===== src/rtl/bt_pkg.sv =====
// Shared command byte values and handshake FSM encoding for the Bluetooth
// command path.
package bt_pkg;

   localparam logic [7:0] CMD_UP   = 8'h41;
   localparam logic [7:0] CMD_DOWN = 8'h42;
   localparam logic [7:0] CMD_STOP = 8'h43;
   localparam logic [7:0] CMD_LON  = 8'h4A;
   localparam logic [7:0] CMD_LOFF = 8'h4B;
   localparam logic [7:0] NACK     = 8'h3F;

   typedef enum logic [2:0] {
      IDLE,
      CLEAR,
      ACK_WAIT,
      ACK_SEND,
      ACK_HOLD
   } state_t;

endpackage


===== src/rtl/motor_guard.sv =====
// Motor direction register with reversal dead-time and a no-command watchdog.
// A non-zero dt counter means a reversal is in progress and pend_up is valid.
module motor_guard #(
   parameter int unsigned WDOG_CYCLES = 50000000,
   parameter int unsigned DEADTIME    = 5000000
) (
   input  logic clk,
   input  logic rst,
   input  logic up,
   input  logic down,
   input  logic stop,
   output logic izq,
   output logic der
);

   localparam int unsigned DW = (DEADTIME > 0) ? $clog2(DEADTIME + 1) : 1;
   localparam int unsigned WW = (WDOG_CYCLES > 0) ? $clog2(WDOG_CYCLES + 1) : 1;
   localparam logic [DW-1:0] DT_LOAD = DW'(DEADTIME);
   localparam logic [WW-1:0] WD_LOAD = WW'(WDOG_CYCLES);

   logic [DW-1:0] dt;
   logic [WW-1:0] wd;
   logic          pend_up;

   always_ff @(posedge clk or posedge rst) begin
      if (rst) begin
         izq     <= 1'b0;
         der     <= 1'b0;
         pend_up <= 1'b0;
         dt      <= '0;
         wd      <= '0;
      end else if (stop) begin
         izq <= 1'b0;
         der <= 1'b0;
         dt  <= '0;
         wd  <= WD_LOAD;
      end else if (up || down) begin
         wd <= WD_LOAD;
         if (dt != '0) begin
            // A command landing on the expiry cycle takes effect directly.
            if (dt == DW'(1)) begin
               der <= up;
               izq <= down;
               dt  <= '0;
            end else begin
               pend_up <= up;
               dt      <= dt - DW'(1);
            end
         end else if ((der && down) || (izq && up)) begin
            if (DEADTIME == 0) begin
               der <= up;
               izq <= down;
            end else begin
               der     <= 1'b0;
               izq     <= 1'b0;
               pend_up <= up;
               dt      <= DT_LOAD;
            end
         end else begin
            der <= up;
            izq <= down;
         end
      end else if (dt != '0) begin
         if (dt == DW'(1)) begin
            der <= pend_up;
            izq <= !pend_up;
         end
         dt <= dt - DW'(1);
      end else if (izq || der) begin
         if (wd == WW'(1)) begin
            izq <= 1'b0;
            der <= 1'b0;
         end
         if (wd != '0) wd <= wd - WW'(1);
      end
   end

endmodule


===== src/rtl/bt_cmd_decoder.sv =====
// Consumes receiver bytes, decodes motor/lamp commands and echoes ack/nack
// bytes through the transmitter.
module bt_cmd_decoder
   import bt_pkg::*;
#(
   parameter int unsigned WDOG_CYCLES = 50000000,
   parameter int unsigned DEADTIME    = 5000000,
   parameter bit          ECHO_EN     = 1'b1
) (
   input  logic       clk_50m,
   input  logic       rst,
   input  logic       rx_rdy,
   input  logic [7:0] rx_data,
   output logic       rx_rdy_clr,
   input  logic       tx_busy,
   output logic [7:0] tx_din,
   output logic       tx_wr_en,
   output logic       izq,
   output logic       der,
   output logic       on_off_l,
   output logic       cmd_err,
   output logic [7:0] last_cmd
);

   state_t     state, state_next;
   logic [7:0] byte_q;
   logic       new_byte;
   logic [1:0] hold_cnt;
   logic       byte_valid;

   assign byte_valid = (byte_q == CMD_UP) || (byte_q == CMD_DOWN) || (byte_q == CMD_STOP) ||
                       (byte_q == CMD_LON) || (byte_q == CMD_LOFF);

   always_ff @(posedge clk_50m or posedge rst) begin
      if (rst) state <= IDLE;
      else     state <= state_next;
   end

   always_comb begin
      state_next = state;
      unique case (state)
         IDLE:     if (rx_rdy) state_next = CLEAR;
         CLEAR:    if (!rx_rdy) state_next = ECHO_EN ? ACK_WAIT : IDLE;
         ACK_WAIT: if (!tx_busy) state_next = ACK_SEND;
         ACK_SEND: state_next = ACK_HOLD;
         ACK_HOLD: if (tx_busy || hold_cnt == 2'd3) state_next = IDLE;
         default:  state_next = IDLE;
      endcase
   end

   always_comb begin
      rx_rdy_clr = (state == CLEAR);
      tx_wr_en   = (state == ACK_SEND);
      tx_din     = '0;
      if (state == ACK_SEND) tx_din = byte_valid ? byte_q : NACK;
   end

   // new_byte marks the single decode cycle, one edge after the byte is latched.
   always_ff @(posedge clk_50m or posedge rst) begin
      if (rst) begin
         byte_q   <= '0;
         new_byte <= 1'b0;
         hold_cnt <= '0;
         cmd_err  <= 1'b0;
         last_cmd <= '0;
         on_off_l <= 1'b0;
      end else begin
         new_byte <= (state == IDLE) && rx_rdy;
         if ((state == IDLE) && rx_rdy) byte_q <= rx_data;
         hold_cnt <= (state == ACK_HOLD) ? hold_cnt + 2'd1 : 2'd0;
         cmd_err  <= new_byte && !byte_valid;
         if (new_byte && byte_valid) last_cmd <= byte_q;
         if (new_byte && byte_q == CMD_LON)  on_off_l <= 1'b1;
         if (new_byte && byte_q == CMD_LOFF) on_off_l <= 1'b0;
      end
   end

   motor_guard #(
      .WDOG_CYCLES(WDOG_CYCLES),
      .DEADTIME   (DEADTIME)
   ) u_motor_guard (
      .clk (clk_50m),
      .rst (rst),
      .up  (new_byte && byte_q == CMD_UP),
      .down(new_byte && byte_q == CMD_DOWN),
      .stop(new_byte && byte_q == CMD_STOP),
      .izq (izq),
      .der (der)
   );

endmodule


===== config.mk =====
export PLATFORM = sky130hd
export DESIGN_NAME = bt_cmd_decoder
export DESIGN_NICKNAME = d
export VERILOG_FILES = /design/src/rtl/bt_pkg.sv /design/src/rtl/motor_guard.sv /design/src/rtl/bt_cmd_decoder.sv
export SDC_FILE = /design/constraint.sdc
export NUM_CORES = 1
export LEC_CHECK = 0
export CAP_MARGIN = 10
export CORE_MARGIN = 3
export CORE_UTILIZATION = 63
export CTS_CLUSTER_SIZE = 40
export DETAILED_ROUTE_END_ITERATION = 10
export PLACE_DENSITY_LB_ADDON = 0.25
export REMOVE_ABC_BUFFERS = 1
export SYNTH_ARGS = -nofsm -noshare
export SYNTH_HDL_FRONTEND = slang
export SYNTH_HIERARCHICAL = 1
export SYNTH_SLANG_ARGS = --single-unit

===== constraint.sdc =====
create_clock -name clk_50m -period 5.9 [get_ports clk_50m]
set_input_delay 1.77 -clock clk_50m [delete_from_list [all_inputs] [get_ports clk_50m]]
set_output_delay 1.77 -clock clk_50m [all_outputs]
set_load 0.005 [all_outputs]

==> impl_results.md <==
* Outcome: finished clean
* Final HPWL DP at 6050 um
* Htree depth at 3
* Yosys cell types at 59
* Reg clk slew, reported paths at 80 ps
* Final Hold Fails at 0
* Boundary pin count at 34
* Vias in the first global route at 3306
* Layout cells sized above 1 at 0.106
* Commonest non-fill, non-tap cell in the layout: dfrtp_1
* Wire per inst at 16.9 um
* Final slew viol count at 0
* Fin Setup TNS at 0 ps
* RSZ-0062 raised after global routing: false
* Slew of the pin with the lowest slew margin at 1070 ps
* DRC at 0
* Max Clk Rate at 250 MHz
* DR pass1 iterations at 4
* Synth Cell Area at 4080 um^2
* Crit Path Max Fanout at 5
* Design area at 4650 um^2
* Die Span Y at 86.4 um
* Setup repair bufs after CTS at 0
* FF+latch count, synth at 76
* Drt total wl at 8910 um
* Final setup fails at 0
* Non-filler cells, final at 528
* Initial DRC count at 304
* Top FF cell, synth: dfrtp_1
* Die width at 86.4 um
* Area after DPL at 4430 um^2
* Vias post-DR at 3339
* Yosys warns at 6
* Clock sink total at 76
* Async SR Flop Fraction at 1.00
* Input/output buffers at 32
* Initial Utilization at 0.669
* EDFF count, synth at 0
* Pint at 1.23 mW
* Cell area power density at 419 nW/um^2
* Antenna Diode Count at 0
* Relative slew slack at 0.288
* Largest net degree at the start of global routing at 53
* Clk Latency, worst-skew pair at 340 ps
* Post-CTS Hold Fix Bufs at 0
* Final Power at 1.95 mW
* Synthesis-to-finish area growth at 14.1%
* Synthesized instance count at 421
* Deepest clock path buffer count at 2
* Clk_skew at 11.7 ps
* CTS buffer count at 9
* Final core occ at 0.763
* Post-CTS sizing at 0
* Crit path kind: reg -> out
* Pleak at 2.06 nW
* Overflow after GRT at 0
* Arrival time at the worst endpoint at 2220 ps
* Initial antenna violation count at 0
* Startpoint Class: flip-flop
* Reg2Reg Setup Slack at 2480 ps
* Die area at 7470 um^2
* Seq/Total Area, Yosys at 0.467
* Net switching power at 0.713 mW
* Seq pwr share at 0.446
* Vias per cell at 6.32
* Placed insts at 511
* Antenna-violating nets left at 0
* Most frequent cells in the layout: 76 x dfrtp_1, 36 x nor2_1, 35 x a21oi_1
* First-pass GRT wire length at 15400 um
* Clock share of power at 0.215
* Clk root buf: clkbuf_8
* Worst Hold Class: reg -> reg
* RePlAce Congestion at 0.817
* Nets@finish at 466
* CP required at 4130 ps
* Crit end category: output pin
* Combinational share of power at 0.339
* Tcrit/Tclk final at 0.677
* TritonCTS clock tree: done
* Total Routing Usage GR at 0.257
* Maximum VDD drop at 0.265 mV
* Core area at 6100 um^2
* Syn_area_per_cell at 9.68 um^2
* Std-Cell Rows at 28
* Fin crit period at 3990 ps
* Switching share of power at 0.366
* Max_cap viols at 0
[Yosys cell counts, types with 3 or more instances]
cell type / number / area, um^2
nor2b_1: 6 / 37.5
and3_1: 7 / 43.8
o21ai_1: 10 / 50.1
o31ai_1: 17 / 128
nor4b_1: 3 / 26.3
ha_1: 6 / 75.1
nand2_1: 23 / 86.3
o21ai_0: 4 / 20.0
nor3_1: 12 / 60.1
nor2_1: 36 / 135
nand3_1: 18 / 90.1
nand4b_1: 4 / 35.0
mux2_2: 11 / 124
xnor2_1: 7 / 61.3
a21oi_1: 35 / 175
clkbuf_1: 15 / 56.3
nand4_1: 7 / 43.8
or4_1: 18 / 135
dfrtp_1: 76 / 1900
nor4_1: 12 / 75.1
nand3b_1: 3 / 22.5
or3_1: 25 / 156
nand2b_1: 3 / 18.8
inv_1: 12 / 45.0
mux2_4: 3 / 45.0
and2_2: 5 / 37.5
[logic make-up after synthesis]
group,Yosys count,share of synthesized area
AND/OR/NAND/NOR,197,0.286
AO/OA/AOI/OAI,84,0.131
flip-flops,76,0.467
buffers and inverters,32,0.0310
multiplexers,16,0.0464
XOR/XNOR,9,0.0193
adder cells (fa/ha/maj),6,0.0184
other,1,0.000920
[critical path: stages (launching register included)]
cell	delay [ps]
dfrtp_1	420
nor4b_4	510
o211a_1	290
and3_1	170
clkdlybuf4s50_1	500
[power by group through the flow]
stage	Combinational, mW	Clock [mW]	Sequential (mW)
after CTS	0.662	0.425	0.864
after global routing	0.753	0.450	0.895
after global placement	0.627	0	0.854
final	0.660	0.419	0.868
after detailed placement	0.654	0	0.868
after floorplan	0.488	0	0.824
[worst paths after layout]
kind	from	to	cells after the start
hold reg to reg	hold_cnt[0]	hold_cnt[0]	1
min in group asynchronous	rst	hold_cnt[1]	2
max in group asynchronous	rst	u_motor_guard/pend_up	2
setup / recovery	byte_q[4]	tx_din[6]	4
setup reg to reg	byte_q[4]	u_motor_guard/dt[16]	8
hold / removal	hold_cnt[0]	hold_cnt[0]	1
[through the flow]
stage	hold slack, ps	worst slack [ps]
after CTS	454	1910
after floorplan	408	2870
after global placement	421	2370
after detailed placement	431	2330
final	452	1910
after global routing	476	1830
[layout make-up]
cell class | count | area, um^2
flip-flops and latches | 76 | 1900
fillers | 419 | 1450
clock buffers | 13 | 169
clock inverters | 3 | 43.8
repair buffers | 36 | 350
multi-input cells | 313 | 2050
well taps | 75 | 93.8
inverters | 12 | 45.0
[sequential cells by signal (all words and copies together) (netlist names)]
signal	cells
byte_q	8
cmd_err	1
hold_cnt	2
last_cmd	8
new_byte	1
on_off_l	1
state	3
u_motor_guard/der	1
u_motor_guard/dt	23
u_motor_guard/izq	1
u_motor_guard/pend_up	1
u_motor_guard/wd	26
[layer usage]
layer  GRT usage  routed length (um)  vias up
met5           0                   0        -
met4      0.0836                 116        0
met3      0.0608                 558       10
met2       0.411                4280       98
met1       0.349                3950     1617
li1            -                   -     1614
(Power assumes the default switching activity.)
